--- src/rtl/arbiter_rr_hold.sv ---
// arbiter_rr_hold: registered N-way arbiter. Fixed-priority or round-robin selection.
// The grant is held across a multi-cycle transaction and released on done, on the
// owner's request dropping, or when a hold timeout expires.
module arbiter_rr_hold #(
  parameter int unsigned REQ_WIDTH = 8,
  parameter int unsigned RR_MODE   = 1,
  parameter int unsigned MAX_HOLD  = 16
) (
  input  logic                         clk,
  input  logic                         rst,
  input  logic [REQ_WIDTH-1:0]         req,
  input  logic                         done,
  output logic [REQ_WIDTH-1:0]         gnt,
  output logic                         gnt_vld,
  output logic [$clog2(REQ_WIDTH)-1:0] gnt_id,
  output logic                         timeout
);

  localparam int unsigned IW  = $clog2(REQ_WIDTH);
  localparam int unsigned CW  = (MAX_HOLD == 0) ? 1 : $clog2(MAX_HOLD + 1);
  localparam int unsigned LIM = (MAX_HOLD == 0) ? 0 : MAX_HOLD - 1;
  localparam logic [IW-1:0] LAST_ID = IW'(REQ_WIDTH - 1);
  localparam logic [CW-1:0] CNT_LIM = CW'(LIM);

  typedef enum logic {
    IDLE = 1'b0,
    OWN  = 1'b1
  } state_e;

  state_e               state_q;
  logic [REQ_WIDTH-1:0] gnt_q;
  logic                 gnt_vld_q;
  logic [IW-1:0]        gnt_id_q;
  logic [IW-1:0]        ptr_q;
  logic                 timeout_q;
  logic [CW-1:0]        cnt_q;

  logic [REQ_WIDTH-1:0] cand;
  logic                 own_req;
  logic                 at_limit;
  logic                 rel;
  logic                 to_only;
  logic                 win_vld;
  logic [IW-1:0]        win_id;
  logic [IW-1:0]        ptr_d;
  logic [REQ_WIDTH-1:0] win_gnt;

  // Release decision for the current owner; the owner is excluded from re-arbitration
  always_comb begin
    own_req  = req[gnt_id_q];
    at_limit = (MAX_HOLD != 0) && (cnt_q == CNT_LIM);
    rel      = done || !own_req || at_limit;
    to_only  = at_limit && !done && own_req;
    cand     = (state_q == OWN) ? (req & ~gnt_q) : req;
  end

  // Winner selection: lowest index first, or upward from ptr with wrap-around
  always_comb begin
    int unsigned pos;
    win_vld = 1'b0;
    win_id  = '0;
    pos     = 0;
    for (int unsigned k = 0; k < REQ_WIDTH; k++) begin
      if (RR_MODE != 0) begin
        pos = 32'(ptr_q) + k;
        if (pos >= REQ_WIDTH) pos = pos - REQ_WIDTH;
      end else begin
        pos = k;
      end
      if (!win_vld && cand[IW'(pos)]) begin
        win_vld = 1'b1;
        win_id  = IW'(pos);
      end
    end
    ptr_d   = (win_id == LAST_ID) ? '0 : win_id + 1'b1;
    win_gnt = {{(REQ_WIDTH-1){1'b0}}, 1'b1} << win_id;
  end

  // Ownership FSM with registered grant, pointer, hold counter and timeout pulse
  always_ff @(posedge clk) begin
    if (rst) begin
      state_q   <= IDLE;
      gnt_q     <= '0;
      gnt_vld_q <= 1'b0;
      gnt_id_q  <= '0;
      ptr_q     <= '0;
      timeout_q <= 1'b0;
      cnt_q     <= '0;
    end else begin
      timeout_q <= 1'b0;
      case (state_q)
        IDLE: begin
          if (win_vld) begin
            state_q   <= OWN;
            gnt_q     <= win_gnt;
            gnt_vld_q <= 1'b1;
            gnt_id_q  <= win_id;
            cnt_q     <= '0;
            if (RR_MODE != 0) ptr_q <= ptr_d;
          end
        end
        OWN: begin
          if (rel) begin
            timeout_q <= to_only;
            cnt_q     <= '0;
            if (win_vld) begin
              gnt_q     <= win_gnt;
              gnt_vld_q <= 1'b1;
              gnt_id_q  <= win_id;
              if (RR_MODE != 0) ptr_q <= ptr_d;
            end else begin
              state_q   <= IDLE;
              gnt_q     <= '0;
              gnt_vld_q <= 1'b0;
              gnt_id_q  <= '0;
            end
          end else if ((MAX_HOLD != 0) && (cnt_q != CNT_LIM)) begin
            cnt_q <= cnt_q + 1'b1;
          end
        end
        default: state_q <= IDLE;
      endcase
    end
  end

  assign gnt     = gnt_q;
  assign gnt_vld = gnt_vld_q;
  assign gnt_id  = gnt_id_q;
  assign timeout = timeout_q;

endmodule

--- config.mk ---
export PLATFORM = sky130hd
export DESIGN_NAME = arbiter_rr_hold
export DESIGN_NICKNAME = d
export VERILOG_FILES = /design/src/rtl/arbiter_rr_hold.sv
export SDC_FILE = /design/constraint.sdc
export NUM_CORES = 1
export LEC_CHECK = 0
export CAP_MARGIN = 15
export CELL_PAD_IN_SITES_DETAIL_PLACEMENT = 1
export CELL_PAD_IN_SITES_GLOBAL_PLACEMENT = 1
export CORE_UTILIZATION = 46
export CTS_BUF_LIST = sky130_fd_sc_hd__clkbuf_4 sky130_fd_sc_hd__clkbuf_8
export DETAILED_ROUTE_END_ITERATION = 10
export GPL_TIMING_DRIVEN = 1
export MAX_ROUTING_LAYER = met4
export PLACE_DENSITY = 0.82
export SETUP_SLACK_MARGIN = 0.2
export SYNTH_ARGS = -nofsm -noshare
export SYNTH_HDL_FRONTEND = slang
export SYNTH_SLANG_ARGS = --single-unit
export TNS_END_PERCENT = 1
--- constraint.sdc ---
create_clock -name clk -period 4.3 [get_ports clk]
set_clock_uncertainty 0.15 [all_clocks]
set_input_delay 0.86 -clock clk [delete_from_list [all_inputs] [get_ports clk]]
set_output_delay 0.86 -clock clk [all_outputs]
set_load 0.005 [all_outputs]
==> results.yml, run 1 <==
outcome:
  result_of_the_run: "finished, final reports clean"
min_path:
  tightest_hold_check_type: "flop to flop"
  holdPathEnd: "gnt_vld$_SDFFE_PP0P_"
  worstHoldPathCells: 2
  holdCritStartpoint: "gnt_vld$_SDFFE_PP0P_"
clock_network:
  clock_tree.buffer_depth: 2
  cts_hold_buf: 0
  cts_root_buffer: "sky130_fd_sc_hd__clkbuf_8"
  cts_buffers: 3
  postCtsSetupRepairBufs: 0
  worst_skew_pair_later_pin_latency_ps: 260
  cts_tree: "yes"
  clock_tree.htree_level_count: 1
  clkSinkCount: 22
  clk_pin_slew_worst_paths_ps: 80
synthesis:
  flop_and_latch_count_out_of_synthesis: 22
  synth_top_cell_by_area: "sky130_fd_sc_hd__dfxtp_1"
  synthesized_net_count: 266
  ys_warn_count: 0
  synth_edf_count: 0
  synth_largest_type_area_fraction: 0.1875
  synth_top_flop_cell: "sky130_fd_sc_hd__dfxtp_1"
  syn_inst: 245
  synth_async_sr_flop_share: 0
  post_synth_num_cell_types: 67
  syn_area_um2: 2349
  synthesized_area_divided_by_synthesized_cell_count_um2: 9.586
  synth.area.top_cells: "sky130_fd_sc_hd__dfxtp_1 (19%), sky130_fd_sc_hd__mux4_2 (12%), sky130_fd_sc_hd__mux2i_1 (9.0%), sky130_fd_sc_hd__ha_1 (5.3%), sky130_fd_sc_hd__nand2_1 (3.0%)"
  synth_sequential_area_ratio: 0.1875
setup_path:
  r2r_cells: 13
  path_max_fanout: 6
  regToRegStartpoint: "ptr_q[0]$_SDFFE_PP0P_"
  cp-start-kind: "primary input"
  required_ps: 4340
  setup.reg_to_reg.worst_slack_ps: 510
  critPathArrivalTime_ps: 4000
  critical_path.reg2reg.endpoint: "ptr_q[2]$_SDFFE_PP0P_"
  critPathCaptureType: "flop"
  worstSetupPathType: "primary input to flop"
route:
  drt-vias-per-instance: 6.569
  routed-via-count: 2253
  wl_per_cell_um: 22.86
  number_of_antenna_violating_nets_in_the_routed_design: 0
  wl_met3_um: 398
  wl_met2_um: 4012
  remaining_drc_errors: 0
  drt_iter0_markers: 154
  detail_route.wirelength_um: 7842
  drt_pre_antenna_iters: 4
  top_layer: "met4"
  m1WireLength_um: 3335
global_routing:
  antenna_found_initial: 0
  grt_pass1_wl_um: 12070
  grt_max_degree: 21
  vias_in_the_first_global_route: 2312
  groute.usage.overall: 0.3091
  gr-total-overflow: 0
floorplan:
  start_util: 0.4875
  die_area_um2: 5395
  io_pins: 24
  chipWidth_um: 73.45
  placeableCoreArea_um2: 4817
  die_h_um: 73.45
  core.rowCount: 25
finish:
  fillers: 555
  finalCoreUtilization: 0.5823
  antenna_cells_inserted: 0
  area_growth_synth_to_finish_pct: 19.45
  drive_above_1_share: 0.2464
  design.final.nets: 298
timing:
  postLayoutSetupSlackWorst_ps: 339.2
  hold_viol: 0
  timing.slew.headroom: 0.4668
  setup_viol_count_final: 0
  period_share: 0.9211
  grt_setup_unrepaired: "false"
  min_period_ps: 3961
  final_max_slew_viol_count: 0
  worst_pin_slew_ps: 793.8
  clock.fmax_ghz: 0.2525
power:
  power.static_leakage_nw: 1.118
  peakVddDrop_mv: 0.5050
  power_density_over_the_cells_nw_per_um2: 839.6
run:
  maxCapViolations: 0
placed_design:
  global_placer_s_final_weighted_congestion: 0.9726
  preCtsSetupSlack_ps: -26.27
  hpwlAfterDp_um: 5675
  io_buffers: 23
repair_timing:
item                                    CTS  global route
pin swaps                                 0             0
endpoints found under the setup margin    1             3
hold endpoints to repair                  0             0
resized for setup                         1             9
stage by stage:
step	TNS, ps	instances	cell area, um2	hold WS (ps)	power (mW)
global route	0	343	2805	382.3	2.487
floorplan	0	245	2349	305.9	1.550
global placement	0	339	2701	317.8	2.017
CTS	0	343	2776	350.3	2.297
detailed placement	-26.27	339	2701	335.2	2.059
finish	0	343	2805	342.1	2.355
flip-flops by register name (all words and copies together) (netlist names):
register	cells
gnt	8
cnt_q	5
gnt_id	3
ptr_q	3
gnt_vld	1
state_q	1
timeout	1
layout make-up:
cell class,count,area (um2),share of cell area
clock buffers,3,41.29,0.01472
clock inverters,1,30.03,0.01070
inverters,12,45.04,0.01606
repair buffers,40,357.8,0.1276
well taps,67,83.83,0.02988
multi-input cells,198,1805,0.6436
flip-flops and latches,22,441.7,0.1574
Yosys cell counts (2+ instances only):
library cell	n
sky130_fd_sc_hd__dfxtp_1	22
sky130_fd_sc_hd__or3_1	2
sky130_fd_sc_hd__nand4_1	6
sky130_fd_sc_hd__o32ai_1	2
sky130_fd_sc_hd__inv_2	3
sky130_fd_sc_hd__nor2_1	19
sky130_fd_sc_hd__buf_2	2
sky130_fd_sc_hd__nor3_1	5
sky130_fd_sc_hd__ha_1	10
sky130_fd_sc_hd__buf_6	3
sky130_fd_sc_hd__or2_1	3
sky130_fd_sc_hd__a22oi_1	5
sky130_fd_sc_hd__o22ai_1	3
sky130_fd_sc_hd__mux2_2	3
sky130_fd_sc_hd__a21oi_1	6
sky130_fd_sc_hd__and3_4	2
sky130_fd_sc_hd__inv_1	8
sky130_fd_sc_hd__nand2_1	19
sky130_fd_sc_hd__a21boi_1	7
sky130_fd_sc_hd__nand3_1	8
sky130_fd_sc_hd__clkbuf_1	4
sky130_fd_sc_hd__a32o_1	3
sky130_fd_sc_hd__buf_4	4
sky130_fd_sc_hd__o21ai_1	2
sky130_fd_sc_hd__o21ai_0	4
sky130_fd_sc_hd__o31ai_1	3
sky130_fd_sc_hd__and2_1	2
sky130_fd_sc_hd__mux2i_1	21
sky130_fd_sc_hd__mux4_1	2
sky130_fd_sc_hd__a31oi_1	2
sky130_fd_sc_hd__a2bb2oi_1	3
sky130_fd_sc_hd__a21bo_1	3
sky130_fd_sc_hd__a21bo_2	5
sky130_fd_sc_hd__nand2b_1	4
sky130_fd_sc_hd__mux4_2	13
placed cells by master, fill, tap and decap left out, types with 3 or more instances in the layout:
master	n
sky130_fd_sc_hd__a21boi_2	6
sky130_fd_sc_hd__nand3_1	8
sky130_fd_sc_hd__mux4_2	13
sky130_fd_sc_hd__nor2_1	19
sky130_fd_sc_hd__nand2_1	19
sky130_fd_sc_hd__mux2_2	3
sky130_fd_sc_hd__o31ai_1	3
sky130_fd_sc_hd__inv_2	3
sky130_fd_sc_hd__o22ai_1	3
sky130_fd_sc_hd__clkdlybuf4s50_1	23
sky130_fd_sc_hd__inv_1	8
sky130_fd_sc_hd__clkbuf_8	3
sky130_fd_sc_hd__buf_4	17
sky130_fd_sc_hd__nand2b_1	4
sky130_fd_sc_hd__o21ai_0	4
sky130_fd_sc_hd__a21bo_2	5
sky130_fd_sc_hd__dfxtp_1	21
sky130_fd_sc_hd__a21bo_1	3
sky130_fd_sc_hd__mux2i_1	20
sky130_fd_sc_hd__a32o_1	3
sky130_fd_sc_hd__nand4_1	6
sky130_fd_sc_hd__a21oi_1	6
sky130_fd_sc_hd__a22oi_1	5
sky130_fd_sc_hd__or2_1	3
sky130_fd_sc_hd__a2bb2oi_1	3
sky130_fd_sc_hd__nor3_1	5
sky130_fd_sc_hd__ha_1	10
layer usage:
| metal | track usage | vias up |
|---|---|---|
| met2 | 0.5331 | 86 |
| met1 | 0.3863 | 1136 |
| li1 | - | 1019 |
| met5 | - | - |
| met3 | 0.03978 | 12 |
| met4 | 0.06624 | 0 |
worst max-delay path, stage by stage:
cell and delay (ps):
sky130_fd_sc_hd__clkdlybuf4s50_1 530, sky130_fd_sc_hd__a21bo_1 270, sky130_fd_sc_hd__mux4_2 470, sky130_fd_sc_hd__mux2_2 360, sky130_fd_sc_hd__a311oi_1 500, sky130_fd_sc_hd__inv_2 160, sky130_fd_sc_hd__a22oi_4 250, sky130_fd_sc_hd__ha_1 260
sky130_fd_sc_hd__or2_1 230, sky130_fd_sc_hd__a21oi_1 110
how the worst max path moves through the flow:
stage / start / endpoint / slack (ps) / cells after the start
after floorplan: req[4] / ptr_q[2]$_SDFFE_PP0P_ / 790 / 11
after global placement: req[3] / ptr_q[2]$_SDFFE_PP0P_ / 70 / 12
after detailed placement: req[3] / ptr_q[2]$_SDFFE_PP0P_ / -30 / 12
after CTS: req[3] / ptr_q[2]$_SDFFE_PP0P_ / 220 / 12
after global routing: req[5] / ptr_q[2]$_SDFFE_PP0P_ / 220 / 12
final: req[1] / ptr_q[2]$_SDFFE_PP0P_ / 340 / 10
logic make-up after synthesis:
kind of cell	Yosys count	share of synthesized area
simple gates	79	0.1849
buf+inv	25	0.05700
mux	40	0.2573
flops	22	0.1875
compound gates	66	0.2456
fa+ha+maj	10	0.05328
xor+xnor	3	0.01439
where the power goes:
part           internal, mW  switching [mW]  total (mW)
sequential            0.250          0.0742       0.324
combinational         0.800            1.04        1.84
clock                 0.124          0.0704       0.195
Note: power is estimated with default switching activity, not from simulation.
==> inputs of run 2 (changes only) <==
- CORE_MARGIN: default -> 2
==> results.yml, run 2 (synthesized netlist as in run 1, its figures left out) <==
min_path:
  tightest_hold_check_type: "flop to flop"
  holdPathEnd: "cnt_q[3]$_SDFFE_PP0P_"
  holdCritStartpoint: "cnt_q[3]$_SDFFE_PP0P_"
  worstHoldPathCells: 2
floorplan:
  die_h_um: 75.45
  core.rowCount: 26
  chipWidth_um: 75.45
  die_area_um2: 5693
  start_util: 0.4688
  io_pins: 24
  placeableCoreArea_um2: 5010
finish:
  design.final.nets: 297
  area_growth_synth_to_finish_pct: 21.04
  final_cell_mix: "sky130_fd_sc_hd__clkdlybuf4s50_1 (23), sky130_fd_sc_hd__dfxtp_1 (21), sky130_fd_sc_hd__mux2i_1 (20)"
  finalCoreUtilization: 0.5674
  postLayoutCellArea_um2: 2843
  layout.cells.non_filler: 345
  antenna_cells_inserted: 0
  drive_above_1_share: 0.2545
  layout.cells.most_common: "sky130_fd_sc_hd__clkdlybuf4s50_1"
  largest_reg_flops: 8
global_routing:
  gr-total-overflow: 0
  grt_max_degree: 21
  grt_pass1_wl_um: 12450
  groute.usage.overall: 0.3040
  antenna_found_initial: 0
  vias_in_the_first_global_route: 2310
timing:
  timing.slew.headroom: 0.4183
  setup_viol_count_final: 0
  clock.fmax_ghz: 0.2482
  worst_pin_slew_ps: 866.0
  postLayoutSetupSlackWorst_ps: 271.0
  final_max_slew_viol_count: 0
  period_share: 0.9370
  min_period_ps: 4029
  hold_viol: 0
  grt_setup_unrepaired: "false"
clock_network:
  clock_tree.buffer_depth: 2
  cts_tree: "yes"
  worst_skew_pair_later_pin_latency_ps: 270
  cts_root_buffer: "sky130_fd_sc_hd__clkbuf_8"
  clk_pin_slew_worst_paths_ps: 90
  clkSinkCount: 22
  clock_tree.htree_level_count: 1
  cts_buffers: 3
setup_path:
  required_ps: 4350
  r2r_cells: 12
  cp-start-kind: "primary input"
  path_max_fanout: 6
  worstSetupPathType: "primary input to flop"
  critPathArrivalTime_ps: 4080
  regToRegStartpoint: "ptr_q[1]$_SDFFE_PP0P_"
  setup.reg_to_reg.worst_slack_ps: 490
  critical_path.reg2reg.endpoint: "ptr_q[2]$_SDFFE_PP0P_"
  critPathCaptureType: "flop"
route:
  wl_per_cell_um: 23.39
  detail_route.wirelength_um: 8068
  drt-vias-per-instance: 6.580
  routed-via-count: 2270
  drt_iter0_markers: 219
  drt_pre_antenna_iters: 4
  number_of_antenna_violating_nets_in_the_routed_design: 0
  remaining_drc_errors: 0
run:
  maxCapViolations: 0
power:
  power.static_leakage_nw: 1.135
  power_density_over_the_cells_nw_per_um2: 845.9
  peakVddDrop_mv: 0.4013
placed_design:
  io_buffers: 23
  preCtsSetupSlack_ps: -139.6
  dpl_cell_area_um2: 2698
  global_placer_s_final_weighted_congestion: 0.9048
  placed_cells_incl_taps: 341
  hpwlAfterDp_um: 5805
outcome:
  result_of_the_run: "finished, final reports clean"
-- run 2: changes by cell type in the layout (fill, tap and decap cells not counted), sizes merged --
cell,previous run,this run
buf,17,16
-- run 2: where the power goes --
group          switching, mW  internal [mW]
Clock                 0.0754          0.125
Combinational           1.07          0.816
Sequential            0.0708          0.250
Total                   1.21           1.19
-- run 2: worst max path at each step --
stage / start / end / cells after the start
final: req[2] / ptr_q[2]$_SDFFE_PP0P_ / 12
after CTS: req[2] / ptr_q[2]$_SDFFE_PP0P_ / 12
after floorplan: req[4] / ptr_q[2]$_SDFFE_PP0P_ / 11
after global routing: req[7] / ptr_q[2]$_SDFFE_PP0P_ / 12
after global placement: req[3] / ptr_q[2]$_SDFFE_PP0P_ / 12
after detailed placement: req[3] / ptr_q[2]$_SDFFE_PP0P_ / 12
-- run 2: cell type report --
type	instances	area (um2)
clock buffers	3	41.29
clock inverters	1	30.03
fillers	585	2167
inverters	12	46.29
multi-input cells	198	1846
flip-flops and latches	22	441.7
well taps	70	87.58
repair buffers	39	350.3
-- run 2: critical path, stage by stage --
cell and delay [ps]:
sky130_fd_sc_hd__clkdlybuf4s50_1 560, sky130_fd_sc_hd__a21bo_2 300, sky130_fd_sc_hd__mux4_2 480, sky130_fd_sc_hd__mux2_4 320, sky130_fd_sc_hd__mux2i_1 160, sky130_fd_sc_hd__a22oi_2 210, sky130_fd_sc_hd__a2bb2oi_2 200, sky130_fd_sc_hd__inv_1 110
sky130_fd_sc_hd__ha_1 230, sky130_fd_sc_hd__ha_1 280, sky130_fd_sc_hd__or2_1 230, sky130_fd_sc_hd__a21oi_1 130
-- run 2: timing repair --
item,CTS,global route
cloned,0,0
setup buffers,0,0
hold buffers,0,0
pin swaps,0,0
setup endpoints to repair,1,1
gates resized for setup,5,12
-- run 2: stage by stage --
step | TNS, ps | hold slack, ps | power [mW]
finish | 0 | 363.1 | 2.405
global route | 0 | 399.8 | 2.534
global placement | 0 | 321.3 | 2.017
floorplan | 0 | 305.9 | 1.550
CTS | 0 | 348.7 | 2.315
detailed placement | -139.6 | 335.2 | 2.076
-- run 2: layer usage --
| metal | track usage | share of wire |
|---|---|---|
| met1 | 0.3742 | 0.42 |
| met2 | 0.5005 | 0.50 |
| met3 | 0.03571 | 0.043 |
| met4 | 0.1365 | 0.042 |
| met5 | - | 0 |
==> inputs of run 3 (changes only) <==
- CORE_ASPECT_RATIO: default -> 0.9
- SLEW_MARGIN: default -> 10
==> results.yml, run 3 (synthesized netlist as in run 1, its figures left out) <==
outcome:
  result_of_the_run: "finished, final reports clean"
route:
  detail_route.wirelength_um: 7620
  drt-vias-per-instance: 6.578
  drt_iter0_markers: 259
  drt_pre_antenna_iters: 5
  wl_per_cell_um: 22.35
  number_of_antenna_violating_nets_in_the_routed_design: 0
  routed-via-count: 2243
  remaining_drc_errors: 0
placed_design:
  io_buffers: 23
  global_placer_s_final_weighted_congestion: 0.9545
  hpwlAfterDp_um: 5832
  preCtsSetupSlack_ps: -171.4
global_routing:
  grt_max_degree: 20
  antenna_found_initial: 0
  grt_pass1_wl_um: 12040
  vias_in_the_first_global_route: 2205
  gr-total-overflow: 0
  groute.usage.overall: 0.2830
setup_path:
  required_ps: 4330
  critPathCaptureType: "flop"
  cp-start-kind: "primary input"
  path_max_fanout: 4
  critPathArrivalTime_ps: 4060
  worstSetupPathType: "primary input to flop"
timing:
  period_share: 0.9368
  clock.fmax_ghz: 0.2483
  min_period_ps: 4028
  final_max_slew_viol_count: 0
  worst_pin_slew_ps: 796.5
  setup_viol_count_final: 0
  timing.slew.headroom: 0.4683
  hold_viol: 0
  grt_setup_unrepaired: "false"
  postLayoutSetupSlackWorst_ps: 271.8
clock_network:
  clk_pin_slew_worst_paths_ps: 80
  cts_root_buffer: "sky130_fd_sc_hd__clkbuf_8"
  clkSinkCount: 22
  clock_tree.buffer_depth: 2
  cts_buffers: 3
  cts_hold_buf: 0
  clock_tree.htree_level_count: 1
  cts_tree: "yes"
  worst_skew_pair_later_pin_latency_ps: 260
floorplan:
  core.rowCount: 24
  start_util: 0.4798
  chipWidth_um: 79.32
  io_pins: 24
  die_h_um: 71.79
  die_area_um2: 5694
  placeableCoreArea_um2: 4895
finish:
  finalCoreUtilization: 0.5718
  area_growth_synth_to_finish_pct: 19.18
  layout.area.seq_um2: 440.4
  multi_input_comb_area_um2: 1826
  largest_reg_flops: 8
  layout.cells.most_common: "sky130_fd_sc_hd__clkdlybuf4s50_1"
  antenna_cells_inserted: 0
  drive_above_1_share: 0.2536
  fillers: 551
  final_cell_mix: "sky130_fd_sc_hd__clkdlybuf4s50_1 (23), sky130_fd_sc_hd__dfxtp_1 (22), sky130_fd_sc_hd__mux2i_1 (20)"
  design.final.nets: 299
min_path:
  tightest_hold_check_type: "flop to flop"
power:
  peakVddDrop_mv: 0.3362
  power.static_leakage_nw: 1.115
  power_density_over_the_cells_nw_per_um2: 810.3
run:
  maxCapViolations: 0
-- run 3: layout make-up --
type,instances,share of cell area
Sequential cell,22,0.1574
Tap cell,65,0.02906
Timing Repair Buffer,41,0.1305
Inverter,12,0.01609
Clock buffer,3,0.01475
Multi-Input combinational cell,198,0.6522
-- run 3: power breakdown --
| group | total, mW | switching, mW | internal [mW] |
|---|---|---|---|
| clock | 0.127 | 0.0647 | 0.0625 |
| combinational | 1.81 | 1.01 | 0.799 |
| sequential | 0.327 | 0.0767 | 0.250 |
| total | 2.27 | 1.16 | 1.11 |
-- run 3: final timing paths --
check	from	to	slack, ps	cells after the start
worst min-delay path	cnt_q[3]$_SDFFE_PP0P_	cnt_q[3]$_SDFFE_PP0P_	350	2
worst min register to register	cnt_q[3]$_SDFFE_PP0P_	cnt_q[3]$_SDFFE_PP0P_	350	2
worst max register to register	ptr_q[0]$_SDFFE_PP0P_	ptr_q[2]$_SDFFE_PP0P_	370	12
worst max-delay path	req[1]	ptr_q[2]$_SDFFE_PP0P_	270	12
-- run 3: worst max-delay path, stage by stage --
cell and delay [ps]:
sky130_fd_sc_hd__clkdlybuf4s50_1 460, sky130_fd_sc_hd__a21boi_2 210, sky130_fd_sc_hd__buf_4 190, sky130_fd_sc_hd__mux4_2 510, sky130_fd_sc_hd__mux2_4 330, sky130_fd_sc_hd__nor4_1 420
sky130_fd_sc_hd__a211oi_2 110, sky130_fd_sc_hd__nor2_2 180, sky130_fd_sc_hd__ha_1 210, sky130_fd_sc_hd__ha_1 240, sky130_fd_sc_hd__or2_1 240, sky130_fd_sc_hd__a21oi_2 110
-- run 3: metal layers --
metal | up-vias | wire length, um | GRT usage
met2 | 91 | 3644 | 0.4492
met3 | 6 | 475 | 0.04534
met4 | 0 | 23 | 0.02874
met5 | - | 0 | -
met1 | 1127 | 3476 | 0.3976
li1 | 1019 | - | -
-- run 3: stage by stage --
step / std cells / cell area [um2] / hold WS, ps / TNS (ps) / power, mW
4_1_cts: 340 / 2751 / 353.4 / 0 / 2.187
6_report: 341 / 2799 / 353.7 / 0 / 2.268
2_1_floorplan: 245 / 2349 / 305.9 / 0 / 1.550
3_5_place_dp: 337 / 2699 / 341.9 / -171.4 / 2.050
3_3_place_gp: 337 / 2699 / 320.7 / -30.57 / 2.004
5_1_grt: 341 / 2799 / 376.3 / 0 / 2.419
-- run 3: timing repair --
action | CTS | global route
resized for setup | 3 | 10
buffers inserted | 0 | 1
setup endpoints to repair | 1 | 6
